`src/rtl/multicycle_control_fsm_if.sv`:
```
// Control bundle between the multicycle RV32I main FSM and its datapath.
// The master is the FSM and the slave is the datapath.
interface multicycle_control_fsm_if;
  logic [6:0] opcode;
  logic [2:0] funct3;
  logic       zero;
  logic       mem_ready;
  logic       pc_write;
  logic       adr_src;
  logic       mem_write;
  logic       ir_write;
  logic       reg_write;
  logic [1:0] alu_src_a;
  logic [1:0] alu_src_b;
  logic [1:0] result_src;
  logic [1:0] alu_op;
  logic       instr_retire;
  logic       illegal_op;
  logic [3:0] state;

  modport master (
    input  opcode, funct3, zero, mem_ready,
    output pc_write, adr_src, mem_write, ir_write, reg_write,
           alu_src_a, alu_src_b, result_src, alu_op,
           instr_retire, illegal_op, state
  );

  modport slave (
    output opcode, funct3, zero, mem_ready,
    input  pc_write, adr_src, mem_write, ir_write, reg_write,
           alu_src_a, alu_src_b, result_src, alu_op,
           instr_retire, illegal_op, state
  );
endinterface

```
`src/rtl/multicycle_control_fsm.sv`:
```
// Main control FSM of the multicycle RV32I core: one state per clock,
// with outputs decoded combinationally from the current state.
module multicycle_control_fsm #(
  parameter bit MEM_WAIT_EN = 1'b1
) (
  input  logic                            clk,
  input  logic                            reset,
  multicycle_control_fsm_if.master        bus
);

  localparam int unsigned OPC_W = 7;
  localparam int unsigned ST_W  = 4;

  localparam logic [OPC_W-1:0] OP_LOAD  = 7'b0000011;
  localparam logic [OPC_W-1:0] OP_STORE = 7'b0100011;
  localparam logic [OPC_W-1:0] OP_R     = 7'b0110011;
  localparam logic [OPC_W-1:0] OP_I     = 7'b0010011;
  localparam logic [OPC_W-1:0] OP_BR    = 7'b1100011;
  localparam logic [OPC_W-1:0] OP_JAL   = 7'b1101111;
  localparam logic [OPC_W-1:0] OP_JALR  = 7'b1100111;
  localparam logic [OPC_W-1:0] OP_LUI   = 7'b0110111;

  typedef enum logic [ST_W-1:0] {
    S_FETCH     = 4'd0,
    S_DECODE    = 4'd1,
    S_MEMADR    = 4'd2,
    S_MEMREAD   = 4'd3,
    S_MEMWB     = 4'd4,
    S_MEMWRITE  = 4'd5,
    S_EXECR     = 4'd6,
    S_EXECI     = 4'd7,
    S_ALUWB     = 4'd8,
    S_BRANCH    = 4'd9,
    S_JAL       = 4'd10,
    S_JALR_CALC = 4'd11,
    S_JALR_LINK = 4'd12,
    S_LUI       = 4'd13
  } state_t;

  state_t state_q;
  state_t state_d;
  logic   ready;

  assign ready     = MEM_WAIT_EN ? bus.mem_ready : 1'b1;
  assign bus.state = ST_W'(state_q);

  // State register
  always_ff @(posedge clk or posedge reset) begin
    if (reset) state_q <= S_FETCH;
    else       state_q <= state_d;
  end

  // Next-state and output decode
  always_comb begin
    state_d          = S_FETCH;
    bus.pc_write     = 1'b0;
    bus.adr_src      = 1'b0;
    bus.mem_write    = 1'b0;
    bus.ir_write     = 1'b0;
    bus.reg_write    = 1'b0;
    bus.alu_src_a    = 2'b00;
    bus.alu_src_b    = 2'b00;
    bus.result_src   = 2'b00;
    bus.alu_op       = 2'b00;
    bus.instr_retire = 1'b0;
    bus.illegal_op   = 1'b0;

    case (state_q)
      S_FETCH: begin
        bus.alu_src_b  = 2'b10;
        bus.result_src = 2'b10;
        bus.ir_write   = ready;
        bus.pc_write   = ready;
        state_d        = ready ? S_DECODE : S_FETCH;
      end
      S_DECODE: begin
        bus.alu_src_a = 2'b01;
        bus.alu_src_b = 2'b01;
        case (bus.opcode)
          OP_LOAD, OP_STORE: state_d = S_MEMADR;
          OP_R:              state_d = S_EXECR;
          OP_I:              state_d = S_EXECI;
          OP_BR:             state_d = S_BRANCH;
          OP_JAL:            state_d = S_JAL;
          OP_JALR:           state_d = S_JALR_CALC;
          OP_LUI:            state_d = S_LUI;
          default: begin
            bus.illegal_op   = 1'b1;
            bus.instr_retire = 1'b1;
            state_d          = S_FETCH;
          end
        endcase
      end
      S_MEMADR: begin
        bus.alu_src_a = 2'b10;
        bus.alu_src_b = 2'b01;
        state_d       = (bus.opcode == OP_LOAD) ? S_MEMREAD : S_MEMWRITE;
      end
      S_MEMREAD: begin
        bus.adr_src = 1'b1;
        state_d     = ready ? S_MEMWB : S_MEMREAD;
      end
      S_MEMWB: begin
        bus.result_src   = 2'b01;
        bus.reg_write    = 1'b1;
        bus.instr_retire = 1'b1;
        state_d          = S_FETCH;
      end
      S_MEMWRITE: begin
        bus.adr_src      = 1'b1;
        bus.mem_write    = 1'b1;
        bus.instr_retire = ready;
        state_d          = ready ? S_FETCH : S_MEMWRITE;
      end
      S_EXECR: begin
        bus.alu_src_a = 2'b10;
        bus.alu_op    = 2'b10;
        state_d       = S_ALUWB;
      end
      S_EXECI: begin
        bus.alu_src_a = 2'b10;
        bus.alu_src_b = 2'b01;
        bus.alu_op    = 2'b10;
        state_d       = S_ALUWB;
      end
      S_ALUWB: begin
        bus.reg_write    = 1'b1;
        bus.instr_retire = 1'b1;
        state_d          = S_FETCH;
      end
      S_BRANCH: begin
        bus.alu_src_a    = 2'b10;
        bus.alu_op       = 2'b01;
        bus.instr_retire = 1'b1;
        bus.pc_write     = ((bus.funct3 == 3'b000) &&  bus.zero) ||
                           ((bus.funct3 == 3'b001) && !bus.zero);
        state_d          = S_FETCH;
      end
      // JAL and JALR_LINK redirect the PC and stage OldPC+4 for the link write
      S_JAL, S_JALR_LINK: begin
        bus.alu_src_a = 2'b01;
        bus.alu_src_b = 2'b10;
        bus.pc_write  = 1'b1;
        state_d       = S_ALUWB;
      end
      S_JALR_CALC: begin
        bus.alu_src_a = 2'b10;
        bus.alu_src_b = 2'b01;
        state_d       = S_JALR_LINK;
      end
      S_LUI: begin
        bus.alu_src_a = 2'b11;
        bus.alu_src_b = 2'b01;
        state_d       = S_ALUWB;
      end
      default: state_d = S_FETCH;
    endcase

    // Reset holds the FETCH selects but must never let a write enable through
    if (reset) begin
      bus.pc_write     = 1'b0;
      bus.ir_write     = 1'b0;
      bus.mem_write    = 1'b0;
      bus.reg_write    = 1'b0;
      bus.instr_retire = 1'b0;
      bus.illegal_op   = 1'b0;
    end
  end

endmodule
```
`src/flat_wrapper.sv`:
```
// flat-port wrapper written by rule: the top's interface ports become plain ports
module multicycle_control_fsm_flat 
#(
  parameter bit MEM_WAIT_EN = 1'b1
)
  (clk, reset, bus_opcode, bus_funct3, bus_zero, bus_mem_ready, bus_pc_write, bus_adr_src, bus_mem_write, bus_ir_write, bus_reg_write, bus_alu_src_a, bus_alu_src_b, bus_result_src, bus_alu_op, bus_instr_retire, bus_illegal_op, bus_state);
  multicycle_control_fsm_if bus_i ();
  input  logic clk;
  input  logic reset;
  input wire logic [$bits(bus_i.opcode)-1:0] bus_opcode;
  input wire logic [$bits(bus_i.funct3)-1:0] bus_funct3;
  input wire logic [$bits(bus_i.zero)-1:0] bus_zero;
  input wire logic [$bits(bus_i.mem_ready)-1:0] bus_mem_ready;
  output wire logic [$bits(bus_i.pc_write)-1:0] bus_pc_write;
  output wire logic [$bits(bus_i.adr_src)-1:0] bus_adr_src;
  output wire logic [$bits(bus_i.mem_write)-1:0] bus_mem_write;
  output wire logic [$bits(bus_i.ir_write)-1:0] bus_ir_write;
  output wire logic [$bits(bus_i.reg_write)-1:0] bus_reg_write;
  output wire logic [$bits(bus_i.alu_src_a)-1:0] bus_alu_src_a;
  output wire logic [$bits(bus_i.alu_src_b)-1:0] bus_alu_src_b;
  output wire logic [$bits(bus_i.result_src)-1:0] bus_result_src;
  output wire logic [$bits(bus_i.alu_op)-1:0] bus_alu_op;
  output wire logic [$bits(bus_i.instr_retire)-1:0] bus_instr_retire;
  output wire logic [$bits(bus_i.illegal_op)-1:0] bus_illegal_op;
  output wire logic [$bits(bus_i.state)-1:0] bus_state;
  assign bus_i.opcode = bus_opcode;
  assign bus_i.funct3 = bus_funct3;
  assign bus_i.zero = bus_zero;
  assign bus_i.mem_ready = bus_mem_ready;
  assign bus_pc_write = bus_i.pc_write;
  assign bus_adr_src = bus_i.adr_src;
  assign bus_mem_write = bus_i.mem_write;
  assign bus_ir_write = bus_i.ir_write;
  assign bus_reg_write = bus_i.reg_write;
  assign bus_alu_src_a = bus_i.alu_src_a;
  assign bus_alu_src_b = bus_i.alu_src_b;
  assign bus_result_src = bus_i.result_src;
  assign bus_alu_op = bus_i.alu_op;
  assign bus_instr_retire = bus_i.instr_retire;
  assign bus_illegal_op = bus_i.illegal_op;
  assign bus_state = bus_i.state;
  multicycle_control_fsm #(.MEM_WAIT_EN(MEM_WAIT_EN)) u_core (.clk(clk), .reset(reset), .bus(bus_i));
endmodule
```
`config.mk`:
```
export PLATFORM = sky130hd
export DESIGN_NAME = multicycle_control_fsm_flat
export DESIGN_NICKNAME = d
export VERILOG_FILES = /design/src/rtl/multicycle_control_fsm_if.sv /design/src/rtl/multicycle_control_fsm.sv /design/src/flat_wrapper.sv
export SDC_FILE = /design/constraint.sdc
export NUM_CORES = 1
export LEC_CHECK = 0
export BUFFER_PORTS_ARGS = -buffer_cell sky130_fd_sc_hd__buf_2
export CAP_MARGIN = 25
export CORE_MARGIN = 2
export CORE_UTILIZATION = 35
export DETAILED_ROUTE_END_ITERATION = 7
export SKIP_LAST_GASP = 1
export SYNTH_ARGS = -nofsm -noshare
export SYNTH_HDL_FRONTEND = slang
export SYNTH_SLANG_ARGS = --single-unit
```
`constraint.sdc`:
```
create_clock -name clk -period 2.9 [get_ports clk]
set_clock_uncertainty 0.1 [all_clocks]
set_input_delay 0 -clock clk [delete_from_list [all_inputs] [get_ports clk]]
set_output_delay 0 -clock clk [all_outputs]
set_load 0.01 [all_outputs]
```
==> flow_metrics.py <==
metrics = {
    "pwr": {
        "peakVddDrop_mv": 0.298,
        "pwr_density_cell_nw_per_um2": 295,
        "p_total_mw": 0.240,
        "p_leak_nw": 0.404,
    },
    "placed_design": {
        "dpl.hpwl_um": 1220,
        "numPortBuffers": 32,
        "dp_slack_ns": 1.08,
        "gp_congestion": 0.725,
        "dp.cells": 133,
        "place_area_sq_um": 773,
    },
    "sta": {
        "final_hold_viol_count": 0,
        "hold-worst-slack_ns": 0.0423,
        "max_slew.worst_pin.slew_ns": 0.630,
        "maxSlewViolCount": 0,
        "setup_slack_ns": 0.835,
        "period_needed_ns": 2.06,
        "setup-violations-final": 0,
        "rsz0062_at_grt": "no",
        "fmax_ghz": 0.484,
        "finalSetupTns_ns": 0,
        "finalCritPeriodShare": 0.712,
        "slew_headroom": 0.580,
    },
    "cts": {
        "htreeDepth": 1,
        "cts_tree": "yes",
        "clk_pin_slew_ns": 0.04,
        "cts.sinks": 4,
        "cts_buffers": 3,
        "clock_path_buffers": 2,
        "cts_setup_buffers": 0,
        "hold_buffers": 2,
        "root_buffer": "clkbuf_4",
        "worstSkewPairLatency_ns": 0.24,
        "cts_resized": 0,
    },
    "die": {
        "core_sq_um": 1690,
        "die_w_um": 46.2,
        "dieArea_sq_um": 2130,
        "fp.dieH_um": 46.2,
        "io_pins": 33,
        "initial_core_util": 0.368,
        "row_count": 15,
    },
    "routing": {
        "wl_um": 1650,
        "drt_first_pass_iters": 4,
        "drt-initial-drc-count": 23,
        "drc_errors": 0,
        "via_count": 762,
        "routed_via_density": 5.52,
        "routedWlPerCell_um": 12.0,
        "antenna_left": 0,
    },
    "logic_synthesis": {
        "synth-seq-cells": 4,
        "postSynthAreaPerCell_sq_um": 6.99,
        "ys_seq_area_frac": 0.161,
        "synth_cells": 89,
        "synth.cell_area_sq_um": 622,
        "syn_nets": 103,
        "yosys_warnings": 0,
        "netlist-cell-type-count": 35,
    },
    "cells_and_area": {
        "finish.utilization": 0.483,
        "fillers": 179,
        "finalNonFillerCells": 138,
        "synthToLayoutAreaGrowth_pct": 31.2,
        "seq_area_sq_um": 100,
        "nets": 137,
        "drive_gt1_frac": 0.314,
        "multi_input_area_sq_um": 473,
        "antenna_cells": 0,
        "largest_reg_flops": 4,
        "stdcell_area_sq_um": 816,
    },
    "setup_path": {
        "crit_buf_inv": 1,
        "r2r_setup_slack_ns": 1.06,
        "crit_path_top_delay_cell": "dfrtp_1",
        "path_cells": "nand2b_1, nor4_1, a22o_1, a21o_1, buf_2",
        "cp.arrival_ns": 1.96,
        "critPathMaxFanout": 21,
        "critical-path-max-stage-delay_ns": 0.60,
        "critPathKind": "flop to primary output",
        "worstReg2RegStart": "u_core.bus.state[1]",
        "r2r_end": "u_core.bus.state[3]",
        "cp-end-kind": "primary output",
        "worstSetupStartpointType": "flop",
        "critPathTopFamily": "simple AND/OR/NAND/NOR gates",
        "crit_start": "u_core.bus.state[1]",
        "critPathRequiredTime_ns": 2.80,
        "reg2reg_depth": 4,
    },
    "global_routing": {
        "grt_pass1_vias": 576,
        "grt_overflow": 0,
        "grt_pass1_wl_um": 2620,
        "grt_max_degree": 22,
        "grt_use_total": 0.169,
        "antenna_found_initial": 0,
    },
    "min_path": {
        "hold_path_startpoint": "bus_opcode[5]",
        "holdPathStages": 3,
        "hold_class": "primary input to flop",
        "whs_endpoint": "u_core.bus.state[3]",
    },
    "status": {
        "status": "complete, no violations",
    },
    "flow_run": {
        "maxCapViolations": 0,
    },
}
[cells in the mapped netlist]
library cell | number | share of area
o21ai_0 | 3 | 0.024
a21oi_1 | 5 | 0.040
o21ai_1 | 1 | 0.0080
a221o_1 | 1 | 0.016
dfrtp_1 | 4 | 0.16
nor2_1 | 9 | 0.054
o22ai_1 | 1 | 0.010
nand3b_1 | 1 | 0.012
and3_1 | 3 | 0.030
a2111oi_0 | 1 | 0.014
buf_2 | 3 | 0.024
clkbuf_1 | 1 | 0.0060
o22a_1 | 1 | 0.014
nor4b_1 | 1 | 0.014
inv_1 | 5 | 0.030
buf_6 | 1 | 0.018
nand2b_2 | 1 | 0.014
nor4_4 | 1 | 0.034
a21boi_0 | 2 | 0.024
nand3_1 | 4 | 0.032
a21o_1 | 2 | 0.024
nand2_1 | 7 | 0.042
a22o_1 | 1 | 0.014
xnor2_1 | 3 | 0.042
xor2_1 | 1 | 0.014
o21a_1 | 1 | 0.012
nor4_1 | 2 | 0.020
nand2b_1 | 6 | 0.060
a311oi_1 | 1 | 0.014
o32ai_1 | 3 | 0.042
nor3_1 | 6 | 0.048
nor2b_1 | 3 | 0.030
a211oi_1 | 1 | 0.012
a21oi_2 | 1 | 0.014
a2bb2oi_1 | 2 | 0.028
[cells in the final DEF, fill, tap and decap left out, types with 3 or more instances in the layout]
master	count
nand2b_1	6
xnor2_1	3
dfrtp_1	4
nand3_1	4
nor2_1	9
nand2_1	7
nor3_1	6
nor2b_1	3
and3_1	3
o21ai_0	3
o32ai_1	3
a21oi_1	5
inv_1	5
clkbuf_4	3
buf_2	32
[cell families after synthesis]
logic type      Yosys count  share of synthesized area
flops                     4                      0.161
xor+xnor                  4                     0.0563
compound gates           27                      0.312
simple gates             44                      0.392
buf+inv                  10                     0.0785
[report_power, final]
part           internal, mW  leakage (nW)  switching, mW
clock network        0.0463        0.0138         0.0232
logic                0.0477         0.336         0.0514
registers            0.0588        0.0542         0.0129
[worst register-to-register path: stages (launching register included)]
cell and delay (ns):
dfrtp_1 0.60, nand2b_1 0.34, nor4_4 0.30, inv_1 0.09, o32ai_1 0.29
[area by class of cell]
type,instances,share of cell area
timing repair buffer,34,0.221
tap,17,0.0261
clock buffer,3,0.0276
inverter,5,0.0230
multi-input combinational,75,0.580
sequential,4,0.123
[how the worst max path moves through the flow]
| stage | endpoint | slack (ns) | depth (start not counted) |
|---|---|---|---|
| after floorplan | bus_reg_write | 1.34 | 2 |
| after global placement | u_core.bus.state[3] | 1.14 | 4 |
| after detailed placement | bus_instr_retire | 1.08 | 5 |
| after CTS | bus_instr_retire | 0.83 | 5 |
| after global routing | bus_instr_retire | 0.64 | 5 |
| final | bus_instr_retire | 0.84 | 5 |
[routing by layer]
layer | up-vias | global-route usage | part of all wire
met1 | 335 | 0.276 | 0.53
met4 | 0 | 0.0343 | 0
met5 | - | 0 | 0
met2 | 30 | 0.211 | 0.39
li1 | 397 | - | -
met3 | 0 | 0.0471 | 0.079
(Power assumes the default switching activity.)
